==> config.mk <==
export PLATFORM = sky130hd
export DESIGN_NAME = uart_tx_engine
export DESIGN_NICKNAME = d
export VERILOG_FILES = /design/src/rtl/uart_tx_pkg.sv /design/src/rtl/uart_tx_serializer.sv /design/src/rtl/uart_tx_engine.sv
export SDC_FILE = /design/constraint.sdc
export NUM_CORES = 1
export LEC_CHECK = 0
export BUFFER_PORTS_ARGS = -buffer_cell sky130_fd_sc_hd__buf_4
export CORE_AREA = 2 2 48 50
export DETAILED_ROUTE_END_ITERATION = 8
export DIE_AREA = 0 0 50 52
export GPL_TIMING_DRIVEN = 0
export PLACE_DENSITY_LB_ADDON = 0.3
export SKIP_LAST_GASP = 1
export SLEW_MARGIN = 15
export SYNTH_ARGS = -nofsm -noshare
export SYNTH_HDL_FRONTEND = slang
export SYNTH_SLANG_ARGS = --single-unit
export TNS_END_PERCENT = 100
==> constraint.sdc <==
create_clock -name CLK -period 2.4 [get_ports CLK]
set_clock_uncertainty 0.15 [all_clocks]
set_input_delay 0.12 -clock CLK [delete_from_list [all_inputs] [get_ports CLK]]
set_output_delay 0.12 -clock CLK [all_outputs]
set_load 0.05 [all_outputs]
==> src/rtl/uart_tx_pkg.sv <==
// Shared definitions for the UART transmitter: state encoding, parity
// constants and frame-length helpers.
package uart_tx_pkg;

  localparam logic [2:0] ENC_IDLE   = 3'd0;
  localparam logic [2:0] ENC_START  = 3'd1;
  localparam logic [2:0] ENC_DATA   = 3'd2;
  localparam logic [2:0] ENC_PARITY = 3'd3;
  localparam logic [2:0] ENC_STOP1  = 3'd4;
  localparam logic [2:0] ENC_STOP2  = 3'd5;
  localparam logic [2:0] ENC_BRK    = 3'd6;

  typedef enum logic [2:0] {
    ST_IDLE   = ENC_IDLE,
    ST_START  = ENC_START,
    ST_DATA   = ENC_DATA,
    ST_PARITY = ENC_PARITY,
    ST_STOP1  = ENC_STOP1,
    ST_STOP2  = ENC_STOP2,
    ST_BRK    = ENC_BRK
  } state_t;

  localparam logic PAR_EVEN = 1'b0;
  localparam logic PAR_ODD  = 1'b1;

  localparam int START_BITS    = 1;
  localparam int STOP_BITS_MIN = 1;

  // Line cycles occupied by one frame for a given configuration.
  function automatic int frame_len(input int data_width, input logic par_en,
                                   input logic stop2);
    return START_BITS + data_width + int'(par_en) + STOP_BITS_MIN + int'(stop2);
  endfunction

endpackage

==> src/rtl/uart_tx_serializer.sv <==
// Data shift register and bit counter for the UART transmitter; presents the
// next data bit on ser_bit and flags the last data bit with ser_done.
module uart_tx_serializer #(
  parameter int DATA_WIDTH = 8,
  parameter bit MSB_FIRST  = 1'b0
) (
  input  logic                  clk,
  input  logic                  rst,
  input  logic [DATA_WIDTH-1:0] data,
  input  logic                  load,
  input  logic                  shift,
  output logic                  ser_bit,
  output logic                  ser_done
);

  localparam int CNT_W = $clog2(DATA_WIDTH);

  logic [DATA_WIDTH-1:0] sreg;
  logic [CNT_W-1:0]      cnt;
  logic                  primed;

  assign ser_bit  = MSB_FIRST ? sreg[DATA_WIDTH-1] : sreg[0];
  assign ser_done = (cnt == CNT_W'(DATA_WIDTH - 1));

  // The first shift (leaving START) only pre-advances the register, so the
  // counter stays at 0 for the first DATA cycle and counts from then on.
  always_ff @(posedge clk) begin
    if (rst) begin
      sreg   <= '0;
      cnt    <= '0;
      primed <= 1'b0;
    end else if (load) begin
      sreg   <= data;
      cnt    <= '0;
      primed <= 1'b0;
    end else if (shift) begin
      sreg   <= MSB_FIRST ? {sreg[DATA_WIDTH-2:0], 1'b0} : {1'b0, sreg[DATA_WIDTH-1:1]};
      primed <= 1'b1;
      if (primed && !ser_done) cnt <= cnt + 1'b1;
    end
  end

endmodule

==> src/rtl/uart_tx_engine.sv <==
// UART transmitter sending one bit per CLK with registered TX_OUT/Busy.
// Optional break generation (BREAK input, BRK state) with UART_TX_BREAK_EN.
module uart_tx_engine
  import uart_tx_pkg::*;
#(
  parameter int DATA_WIDTH = 8,
  parameter bit MSB_FIRST  = 1'b0
) (
  input  logic                  CLK,
  input  logic                  RST,
  input  logic [DATA_WIDTH-1:0] P_DATA,
  input  logic                  Data_Valid,
  input  logic                  PAR_EN,
  input  logic                  PAR_TYP,
  input  logic                  STOP2,
`ifdef UART_TX_BREAK_EN
  input  logic                  BREAK,
`endif
  output logic                  Data_Ack,
  output logic                  TX_OUT,
  output logic                  Busy
);

  state_t state, state_next;
  logic   par_en_q, stop2_q, par_bit_q;
  logic   tx_next, busy_next, ack_next;
  logic   load, shift, accept;
  logic   ser_bit, ser_done;

  uart_tx_serializer #(
    .DATA_WIDTH (DATA_WIDTH),
    .MSB_FIRST  (MSB_FIRST)
  ) u_serializer (
    .clk      (CLK),
    .rst      (RST),
    .data     (P_DATA),
    .load     (load),
    .shift    (shift),
    .ser_bit  (ser_bit),
    .ser_done (ser_done)
  );

  // NOTE: every output of this block gets a default first so no path leaves
  // a variable unassigned, which would otherwise infer a latch.
  always_comb begin
    state_next = state;
    tx_next    = 1'b1;
    busy_next  = 1'b0;
    ack_next   = 1'b0;
    load       = 1'b0;
    shift      = 1'b0;
    accept     = 1'b0;
    case (state)
      ST_IDLE: begin
`ifdef UART_TX_BREAK_EN
        if (BREAK) begin
          state_next = ST_BRK;
          tx_next    = 1'b0;
          busy_next  = 1'b1;
        end else
`endif
        accept = Data_Valid;
      end
      ST_START: begin
        state_next = ST_DATA;
        tx_next    = ser_bit;
        busy_next  = 1'b1;
        shift      = 1'b1;
      end
      ST_DATA: begin
        busy_next = 1'b1;
        if (!ser_done) begin
          tx_next = ser_bit;
          shift   = 1'b1;
        end else if (par_en_q) begin
          state_next = ST_PARITY;
          tx_next    = par_bit_q;
        end else begin
          state_next = ST_STOP1;
        end
      end
      ST_PARITY: begin
        state_next = ST_STOP1;
        busy_next  = 1'b1;
      end
      ST_STOP1: begin
        if (stop2_q) begin
          state_next = ST_STOP2;
          busy_next  = 1'b1;
        end else begin
          state_next = ST_IDLE;
          accept     = Data_Valid;
        end
      end
      ST_STOP2: begin
        state_next = ST_IDLE;
        accept     = Data_Valid;
      end
`ifdef UART_TX_BREAK_EN
      ST_BRK: begin
        busy_next = 1'b1;
        if (BREAK) tx_next = 1'b0;
        else       state_next = ST_IDLE;
      end
`endif
      default: state_next = ST_IDLE;
    endcase

    // Acceptance overrides the final-stop exit so frames run back-to-back.
    if (accept) begin
      state_next = ST_START;
      tx_next    = 1'b0;
      busy_next  = 1'b1;
      ack_next   = 1'b1;
      load       = 1'b1;
    end
  end

  // NOTE: sequential state uses non-blocking assignments so every register
  // samples the pre-edge values regardless of statement order.
  always_ff @(posedge CLK) begin
    if (RST) begin
      state     <= ST_IDLE;
      TX_OUT    <= 1'b1;
      Busy      <= 1'b0;
      Data_Ack  <= 1'b0;
      par_en_q  <= 1'b0;
      stop2_q   <= 1'b0;
      par_bit_q <= 1'b0;
    end else begin
      state    <= state_next;
      TX_OUT   <= tx_next;
      Busy     <= busy_next;
      Data_Ack <= ack_next;
      if (load) begin
        par_en_q  <= PAR_EN;
        stop2_q   <= STOP2;
        par_bit_q <= (^P_DATA) ^ (PAR_TYP == PAR_ODD);
      end
    end
  end

endmodule

==> results of run 1 <==
==> sequential cells by signal (all words and copies together), names as in the netlist <==
register and flops:
Data_Ack 1, par_bit_q 1, state 3, stop2_q 1
par_en_q 1, Busy 1, u_serializer.cnt 3, TX_OUT 1
u_serializer.primed 1, u_serializer.sreg 8
==> per-stage QoR <==
step / hold WS (ns) / utilization / setup WS, ns
detailed placement: 0.227 / 0.581 / 0.544
finish: -0.00642 / 0.641 / 0.487
CTS: 0.00126 / 0.641 / 0.509
floorplan: 0.106 / - / 0.718
global placement: 0.217 / 0.581 / 0.584
global route: 0.0445 / 0.641 / 0.385
==> final cells by class <==
| class | count | area share |
|---|---|---|
| well taps | 28 | 0.0260 |
| repair buffers | 25 | 0.158 |
| clock buffers | 4 | 0.0195 |
| flip-flops and latches | 21 | 0.312 |
| inverters | 2 | 0.00557 |
| plain buffers | 8 | 0.0269 |
| multi-input cells | 95 | 0.453 |
==> worst max-delay path: cells and delay by family, from the launching register on <==
kind / cells / cell delay (ns)
AOI/OAI and AO/OA: 2 / 0.45
adders and majority gates: 2 / 0.42
buffers and inverters: 1 / 0.17
DFF: 1 / 0.36
and+or+nand+nor: 2 / 0.30
==> report_power, final <==
group          switching, mW  internal [mW]
combinational         0.0946         0.0869
clock                  0.107         0.0650
sequential            0.0149          0.375
total                  0.216          0.527
==> cells in the final DEF, fill, tap and decap left out, types with 2 or more instances in the layout <==
cell,count
clkbuf_4,3
a31oi_1,7
dfxtp_1,21
nor2_1,12
ha_1,2
xnor2_1,5
clkbuf_1,4
nor2b_1,2
buf_2,5
buf_4,15
mux2i_1,2
o31ai_1,7
o211ai_1,3
inv_1,2
a21oi_1,8
nand3_1,2
and3b_1,4
o21ai_0,2
dlygate4sd3_1,10
nand2b_1,4
nand2_1,22
==> worst max-delay path by stage <==
| stage | startpoint | end | slack [ns] | depth (start not counted) |
|---|---|---|---|---|
| 6_report | u_serializer.cnt[0] | u_serializer.sreg[4] | 0.49 | 7 |
| 4_1_cts | u_serializer.cnt[0] | u_serializer.sreg[0] | 0.51 | 7 |
| 2_1_floorplan | u_serializer.cnt[0] | u_serializer.sreg[4] | 0.72 | 7 |
| 3_3_place_gp | u_serializer.cnt[0] | u_serializer.sreg[6] | 0.58 | 7 |
| 5_1_grt | u_serializer.cnt[0] | u_serializer.sreg[2] | 0.39 | 7 |
| 3_5_place_dp | u_serializer.cnt[0] | u_serializer.sreg[0] | 0.54 | 7 |
==> logic make-up (layout without fill, tap and decap cells) <==
logic type / after synthesis / after routing / share of synthesized area
AND/OR/NAND/NOR: 52 / 52 / 0.250
adder cells (fa/ha/maj): 2 / 2 / 0.0233
AO/OA/AOI/OAI: 32 / 32 / 0.206
flip-flops: 21 / 21 / 0.391
multiplexers: 2 / 2 / 0.0186
buffers and inverters: 10 / 39 / 0.0407
XOR/XNOR: 7 / 7 / 0.0698
==> cells in the mapped netlist, drive strengths merged <==
| cell type | n | area share |
|---|---|---|
| ha | 2 | 0.023 |
| o21ba | 1 | 0.0093 |
| nor3 | 1 | 0.0047 |
| nand2 | 22 | 0.077 |
| or2 | 1 | 0.0058 |
| clkbuf | 3 | 0.010 |
| dfxtp | 21 | 0.39 |
| and2b | 1 | 0.0093 |
| a22o | 1 | 0.016 |
| o22ai | 1 | 0.0058 |
| o22a | 1 | 0.0082 |
| xnor3 | 1 | 0.021 |
| or2b | 1 | 0.0070 |
| inv | 2 | 0.0070 |
| nand2b | 4 | 0.023 |
| o32a | 1 | 0.0093 |
| nand3b | 1 | 0.019 |
| a21oi | 8 | 0.037 |
| buf | 5 | 0.023 |
| nand3 | 2 | 0.0093 |
| xor2 | 1 | 0.0082 |
| mux2i | 2 | 0.019 |
| nor2 | 12 | 0.042 |
| or4b | 1 | 0.0093 |
| a31oi | 7 | 0.041 |
| o21ai | 2 | 0.0093 |
| nor2b | 2 | 0.012 |
| and3b | 4 | 0.033 |
| o211ai | 3 | 0.021 |
| o31ai | 7 | 0.049 |
| xnor2 | 5 | 0.041 |
==> per-layer routing <==
layer / routed length [um] / share of wire
met5: 0 / 0
met4: 43 / 0.017
met3: 91 / 0.037
met2: 1220 / 0.50
met1: 1110 / 0.45
==> what timing repair did <==
action                                 CTS  global route
endpoints found under the hold margin   10             0
buffers inserted                         0             0
hold buffers                            10             0
==> results.yml, run 1 <==
run_status:
  run_status: "finished with violations"
  violations: "negative hold slack"
sta:
  layout_min_cycle_time_ns: 1.91
  hold_slack_ns: -0.00642
  timing.fmax_mhz: 523
  relSlewSlack: 0.706
  worst_slew_pin_slew_ns: 0.442
  finalSetupViolCount: 0
  fin_crit_sh: 0.797
  setup_tns_ns: 0
  rsz0062_at_grt: "no"
  hold_viol: 2
  slew_viol_final: 0
power_and_ir_drop:
  leakage_nw: 0.567
  ir_drop_v: 0.000295
  power_density_nw_per_um2: 551
  p_total_mw: 0.744
detailed_routing:
  vias: 998
  viasPerCell: 5.45
  drtAntennaViolNets: 0
  firstDrtPassIters: 4
  drt_iter0_drc: 21
  drc: 0
  routedWlPerCell_um: 13.5
  drt-total-wl_um: 2470
global_routing:
  use_met1: 0.271
  antenna_found_initial: 0
  met2_usage: 0.373
  grt_max_degree: 12
  grt_use_total: 0.220
  grt_overflow: 0
  grt_pass1_wl_um: 4360
  grt_use_met3: 0.0316
  busiest_layer: "met2"
  grt_pass1_vias: 1001
worst_hold_path:
  hp-start: "RST"
  hold_path.class: "in -> reg"
  holdPathStages: 2
  hold_end: "Data_Ack"
clocking:
  clk_pin_slew_ns: 0.11
  h-tree-depth: 1
  root_buffer: "clkbuf_4"
  cts_buffers: 3
  insertion_delay_ns: 0.31
  post_cts_resized: 0
  tritoncts: "yes"
  cts_sinks: 21
  cts_buffer_depth: 2
cells_and_area:
  diodes: 0
  seqCellArea_um2: 420
  final_cell_count_no_fill: 183
  drive_above_1_share: 0.174
  fillCellCount: 181
  area_growth_pct: 25.5
  final_nets: 172
  multi_input_area_um2: 611
  final_area_um2: 1350
critical_path:
  r2r_end: "u_serializer.sreg[4]"
  r2r.worst_path.cells: 7
  r2r_slack_ns: 0.49
  slowest_delay_ns: 0.36
  critPathLaunchType: "register"
  critical_path_class: "reg -> reg"
  cp.arrival_ns: 2.01
  cp_max_fo: 8
  crit_required_ns: 2.49
  r2r-start: "u_serializer.cnt[0]"
  cp_cell_sequence: "ha_1 > ha_1 > nor2_1 > a22o_4 > or2_0 > buf_2 > a31oi_1"
  path_common_cell: "ha_1"
  critPathCaptureType: "register"
  worst_path_max_delay_cell: "dfxtp_1"
floorplanning:
  start_util: 0.510
  num_rows: 17
  die_y_um: 52
  fp.dieW_um: 50
  io_pins: 17
  die-area_um2: 2600
  core-area_um2: 2110
placement:
  dp_cells: 169
  port_buffers: 15
  dp_hpwl_um: 1730
  place_area_um2: 1220
  place.gp.congestion: 0.778
logic_synthesis:
  ys_warn_count: 0
  avgSynthCellArea_um2: 8.53
  ys_types: 31
  yosysSeqAreaShare: 0.391
  synth_seq_cells: 21
  synth_area_um2: 1070
  synthCells: 126
  syn_nets: 142
run:
  max-cap-violations: 0
Note: power is estimated with default switching activity, not from simulation.
==> inputs of run 2 (changes only) <==
--- a/config.mk
+++ b/config.mk
@@ -5,10 +5,11 @@
 export SDC_FILE = /design/constraint.sdc
 export NUM_CORES = 1
 export LEC_CHECK = 0
+export ABC_AREA = 1
 export BUFFER_PORTS_ARGS = -buffer_cell sky130_fd_sc_hd__buf_4
-export CORE_AREA = 2 2 48 50
+export CORE_AREA = 2 2 49 51
 export DETAILED_ROUTE_END_ITERATION = 8
-export DIE_AREA = 0 0 50 52
+export DIE_AREA = 0 0 51 53
 export GPL_TIMING_DRIVEN = 0
 export PLACE_DENSITY_LB_ADDON = 0.3
 export SKIP_LAST_GASP = 1
==> constraint.sdc (replaced) <==
create_clock -name CLK -period 1.9 [get_ports CLK]
set_clock_uncertainty 0.15 [all_clocks]
set_input_delay 0.095 -clock CLK [delete_from_list [all_inputs] [get_ports CLK]]
set_output_delay 0.095 -clock CLK [all_outputs]
set_load 0.05 [all_outputs]
==> run 2 against run 1 <==
  * The flow now finishes without violations
  * Worst setup slack got worse by 0.34 ns
  * Register-to-register slack got worse by 0.34 ns
  * Clock power rose by 24%
  * Global-route usage fell by 2.6 points
  * Cell area increased by 2.4%
  * Sequential share of layout area fell by 0.37 points
  * Sequential power up 28%
  * Combinational power up 42%
  * Synthesized cell count rose by 30%
  * Critical path depth fell by 1
  * Fmax up 9.1%
==> results.yml, run 2 <==
cells_and_area:
  diodes: 0
  reg_top3: "u_serializer.sreg: 8 flops, state: 3 flops, u_serializer.cnt: 3 flops"
  final_nets: 208
  area_growth_pct: 22.7
  drive_above_1_share: 0.225
  layout_commonest_cell: "nand2_1"
  fillCellCount: 189
  final_util: 0.643
  final_cell_mix: "nand2_1, nor2_1, inv_1"
  top_register: "u_serializer.sreg"
  largest_reg_flops: 8
critical_path:
  critical_path_class: "reg -> reg"
  critPathLaunchType: "register"
  setup.worst_path.start: "state[1]"
  cp_max_fo: 5
  crit_required_ns: 1.97
  critPathCaptureType: "register"
  r2r_slack_ns: 0.15
  r2r-start: "state[1]"
  r2r.worst_path.cells: 6
  r2r_end: "par_en_q"
  cp.arrival_ns: 1.83
power_and_ir_drop:
  p_int_mw: 0.662
  power_frac_comb: 0.267
  p_switching_mw: 0.310
  ir_drop_v: 0.000448
  p_sw_frac: 0.319
  power_density_nw_per_um2: 704
  p_total_mw: 0.972
  p_clk_frac: 0.219
  seqPwrFrac: 0.514
  leakage_nw: 0.698
sta:
  slew_viol_final: 0
  rsz0062_at_grt: "no"
  layout_min_cycle_time_ns: 1.75
  setup_tns_ns: 0
  hold_viol: 0
  fin_crit_sh: 0.923
  relSlewSlack: 0.839
  finalSetupViolCount: 0
  timing.fmax_mhz: 570
  worst_slew_pin_slew_ns: 0.241
floorplanning:
  io_pins: 17
  start_util: 0.524
  fp.dieW_um: 51
  num_rows: 17
  die-area_um2: 2700
  core-area_um2: 2150
  die_y_um: 53
logic_synthesis:
  ys_types: 26
  ys_warn_count: 0
  ys_async_sr_fraction: 0
  yosysMostFrequentCell: "nand2_1"
  ys.flop_type: "dfxtp_1"
  synth_top_area_frac: 0.373
  syn_nets: 180
  synth-edff-count: 0
  avgSynthCellArea_um2: 6.87
  yosysSeqAreaShare: 0.373
  synthCells: 164
  yosys-top-cells-count: "nand2_1, nor2_1, dfxtp_1"
  yosysTopAreaCell: "dfxtp_1"
  synth_area_um2: 1130
  synth_area_leaders: "dfxtp_1, nand2_1, nor2_1, inv_1, o21ai_0"
  synth_seq_cells: 21
global_routing:
  antenna_found_initial: 0
  grt_use_total: 0.194
  grt_max_degree: 13
  grt_overflow: 0
  grt_pass1_wl_um: 4000
  grt_pass1_vias: 1051
detailed_routing:
  drtAntennaViolNets: 0
  routedWlPerCell_um: 10.6
  drt_iter0_drc: 22
  firstDrtPassIters: 4
  vias: 1076
  drc: 0
  viasPerCell: 4.91
  drt-total-wl_um: 2320
clocking:
  cts_buffers: 3
  h-tree-depth: 1
  root_buffer: "clkbuf_4"
  clk_pin_slew_ns: 0.13
  tritoncts: "yes"
  cts_buffer_depth: 2
  insertion_delay_ns: 0.30
  cts_sinks: 21
run_status:
  run_status: "completed"
placement:
  port_buffers: 16
  dp_hpwl_um: 1740
  place.gp.congestion: 0.899
worst_hold_path:
  hold_end: "u_serializer.sreg[6]"
  hp-start: "P_DATA[6]"
  holdPathStages: 5
  hold_path.class: "in -> reg"
run:
  max-cap-violations: 0
==> run 2: cell types whose count changed in the layout (fill, tap and decap cells not counted), moves of 7 or more <==
cell / before / now
nand2_1: 22 / 43
inv_1: 2 / 20
nor2_1: 12 / 25
o21ai_0: 2 / 12
nand3_1: 2 / 9
o31ai_1: 7 / 0
==> run 2: worst max-delay path by stage <==
stage                           end  slack (ns)  cells after the start
2_1_floorplan  u_serializer.sreg[0]        0.45                      7
3_3_place_gp   u_serializer.sreg[5]        0.32                      7
3_5_place_dp   u_serializer.sreg[2]        0.28                      7
4_1_cts                    par_en_q        0.02                      7
5_1_grt                    par_en_q        0.08                      6
6_report                   par_en_q        0.15                      6
==> run 2: per-layer routing <==
metal | track usage | routed length, um | vias to the layer above
li1 | - | - | 575
met5 | 0 | 0 | -
met3 | 0.0169 | 80 | 4
met1 | 0.211 | 1040 | 468
met2 | 0.387 | 1180 | 29
met4 | 0.0676 | 29 | 0
==> run 2: logic make-up after synthesis <==
| family | count (synthesis) | share of synthesized area |
|---|---|---|
| AOI/OAI and AO/OA | 27 | 0.157 |
| adders and majority gates | 2 | 0.0222 |
| xor gates and xnor gates | 1 | 0.00778 |
| and+or+nand+nor | 87 | 0.342 |
| buffers and inverters | 26 | 0.0978 |
| DFF | 21 | 0.373 |
==> run 2: final cells by class <==
| class | count | area, um2 | share of cell area |
|---|---|---|---|
| Sequential cell | 21 | 425 | 0.308 |
| Buffer | 1 | 11.3 | 0.00815 |
| Inverter | 25 | 98.8 | 0.0716 |
| Clock buffer | 3 | 22.5 | 0.0163 |
| Tap cell | 28 | 35.0 | 0.0254 |
| Timing Repair Buffer | 23 | 185 | 0.134 |
| Clock inverter | 1 | 5.00 | 0.00362 |
| Multi-Input combinational cell | 117 | 598 | 0.433 |
==> run 2: power groups by stage <==
| stage | Combinational [mW] | Clock [mW] | Sequential (mW) |
|---|---|---|---|
| floorplan | 0.157 | 0 | 0.527 |
| global placement | 0.236 | 0 | 0.509 |
| detailed placement | 0.245 | 0 | 0.509 |
| CTS | 0.254 | 0.216 | 0.499 |
| global route | 0.291 | 0.235 | 0.504 |
| finish | 0.259 | 0.213 | 0.500 |
==> run 2: through the flow <==
stage | area (um2) | hold WS (ns) | worst slack (ns) | cells
2_1_floorplan | 1130 | 0.0144 | 0.452 | 164
3_3_place_gp | 1280 | 0.144 | 0.323 | 208
3_5_place_dp | 1280 | 0.164 | 0.275 | 208
4_1_cts | 1360 | 0.00316 | 0.0250 | 217
5_1_grt | 1380 | 0.0458 | 0.0845 | 219
6_report | 1380 | 0.00494 | 0.146 | 219
==> run 2: worst max-delay path: stages, from the launching register on <==
cell,delay [ns]
dfxtp_1,0.38
nor2_2,0.18
nand3_4,0.10
nor2_4,0.15
nand2_1,0.06
dlygate4sd3_1,0.57
o21ai_0,0.11
==> run 2: what timing repair did <==
item                                   4_1_cts  5_1_grt
resized for setup                            0        4
endpoints found under the hold margin        8        0
buffers inserted                             0        2
hold buffers                                 5        0
setup endpoints to repair                    0        1
==> inputs of run 3 (changes only) <==
--- a/config.mk
+++ b/config.mk
@@ -11,7 +11,7 @@
 export DETAILED_ROUTE_END_ITERATION = 8
 export DIE_AREA = 0 0 51 53
 export GPL_TIMING_DRIVEN = 0
-export PLACE_DENSITY_LB_ADDON = 0.3
+export PLACE_DENSITY = 0.74
 export SKIP_LAST_GASP = 1
 export SLEW_MARGIN = 15
 export SYNTH_ARGS = -nofsm -noshare
==> run 3 against run 2 <==
  * Cell count is 0.46% lower
  * Global-route usage rose by 0.87 points
  * Cell area shrank 0.72%
  * Core utilization down 0.47 points
  * Wire length fell by 1.9%
  * Worst hold slack better by 0.026 ns
  * Sequential share of layout area down 0.14 points
  * Flip-flop and latch count unchanged
  * Non-clock buffer count is 1 lower
  * Worst setup slack better by 0.096 ns
  * Via count is 2.2% lower
==> results.yml, run 3 (same netlist as run 2, synthesis figures left out) <==
run_status:
  run_status: "completed"
placement:
  dp_cells: 208
  place_area_um2: 1280
  place.gp.congestion: 0.888
  port_buffers: 16
  dp_hpwl_um: 1660
cells_and_area:
  area_growth_pct: 21.8
  layout_commonest_cell: "nand2_1"
  final_area_um2: 1370
  final_util: 0.638
  top_register: "u_serializer.sreg"
  seqCellArea_um2: 420
  diodes: 0
  final_nets: 207
  final_cell_mix: "nand2_1, nor2_1, dfxtp_1"
  largest_reg_flops: 8
  drive_above_1_share: 0.200
  fillCellCount: 191
  multi_input_area_um2: 596
  reg_top3: "u_serializer.sreg: 8 flops, state: 3 flops, u_serializer.cnt: 3 flops"
  final_cell_count_no_fill: 218
clocking:
  post_cts_resized: 0
  clk_pin_slew_ns: 0.13
  cts_buffer_depth: 2
  cts_sinks: 21
  insertion_delay_ns: 0.31
  h-tree-depth: 1
  root_buffer: "clkbuf_4"
  tritoncts: "yes"
  cts_buffers: 3
power_and_ir_drop:
  ir_drop_v: 0.000499
  power_density_nw_per_um2: 713
  leakage_nw: 0.689
global_routing:
  met2_usage: 0.361
  use_met1: 0.243
  grt_pass1_vias: 1037
  grt_use_met3: 0.0169
  busiest_layer: "met2"
  grt_max_degree: 14
  grt_overflow: 0
  grt_use_total: 0.203
  grt_pass1_wl_um: 4140
  antenna_found_initial: 0
sta:
  timing.fmax_mhz: 603
  relSlewSlack: 0.828
  hold_slack_ns: 0.0309
  worst_slew_pin_slew_ns: 0.257
  fin_crit_sh: 0.873
  hold_viol: 0
  setup_tns_ns: 0
  finalSetupViolCount: 0
  slew_viol_final: 0
  layout_min_cycle_time_ns: 1.66
  rsz0062_at_grt: "no"
worst_hold_path:
  holdPathStages: 5
  hold_path.class: "in -> reg"
critical_path:
  r2r.worst_path.cells: 7
  critPathLaunchType: "register"
  cp_max_fo: 8
  critical_path_class: "reg -> reg"
  crit_required_ns: 1.97
  critPathCaptureType: "register"
  cp.arrival_ns: 1.73
detailed_routing:
  drc: 0
  firstDrtPassIters: 4
  drt_iter0_drc: 12
  drtAntennaViolNets: 0
  routedWlPerCell_um: 10.4
  viasPerCell: 4.83
  drt-total-wl_um: 2280
  vias: 1052
floorplanning:
  die_y_um: 53
  die-area_um2: 2700
  num_rows: 17
  core-area_um2: 2150
  io_pins: 17
  fp.dieW_um: 51
  start_util: 0.524
run:
  max-cap-violations: 0
## run 3: changes by cell type in the layout (fill, tap and decap cells not counted), sizes merged
cell	delta
buf	-2
clkinv	-1
clkinvlp	+1
dlygate4sd3	+1
## run 3: repair_timing
| item | in CTS | in global routing |
|---|---|---|
| buffers inserted | 0 | 0 |
| hold endpoints to repair | 10 | 0 |
| hold buffers | 6 | 0 |
## run 3: final cells by class
type / instances / share of cell area
multi-input combinational: 117 / 0.434
sequential: 21 / 0.307
timing repair buffer: 22 / 0.131
inverter: 25 / 0.0721
tap: 28 / 0.0255
clock buffer: 3 / 0.0164
buffer: 1 / 0.00821
clock inverter: 1 / 0.00547
## run 3: critical path, cell delays in order (launching register included)
cell and delay [ns]:
dfxtp_1 0.38, ha_1 0.16, ha_1 0.20, inv_1 0.10, a21boi_4 0.22, nand2_4 0.11, o21ai_0 0.17, nor2_1 0.06
## run 3: report_power, final
| group | switching (mW) | leakage (nW) | internal [mW] |
|---|---|---|---|
| clock network | 0.144 | 0.0139 | 0.0804 |
| registers | 0.0222 | 0.173 | 0.479 |
| logic | 0.151 | 0.503 | 0.102 |
| total | 0.317 | 0.689 | 0.661 |
## run 3: final timing paths
kind                             from              endpoint  slack [ns]
setup / recovery  u_serializer.cnt[0]  u_serializer.sreg[6]        0.24
setup reg to reg  u_serializer.cnt[0]  u_serializer.sreg[6]        0.24
hold reg to reg   u_serializer.primed   u_serializer.primed        0.32
hold / removal              P_DATA[2]  u_serializer.sreg[2]        0.03
## run 3: through the flow
stage | total power [mW] | setup WS, ns
3_3_place_gp | 0.746 | 0.314
5_1_grt | 1.04 | 0.0886
4_1_cts | 0.986 | 0.241
6_report | 0.978 | 0.242
2_1_floorplan | 0.684 | 0.452
3_5_place_dp | 0.753 | 0.253
## run 3: per-layer routing
layer / vias up / wire length [um]
li1: 577 / -
met1: 450 / 1100
met2: 21 / 1080
met3: 4 / 60
met4: 0 / 37
met5: - / 0
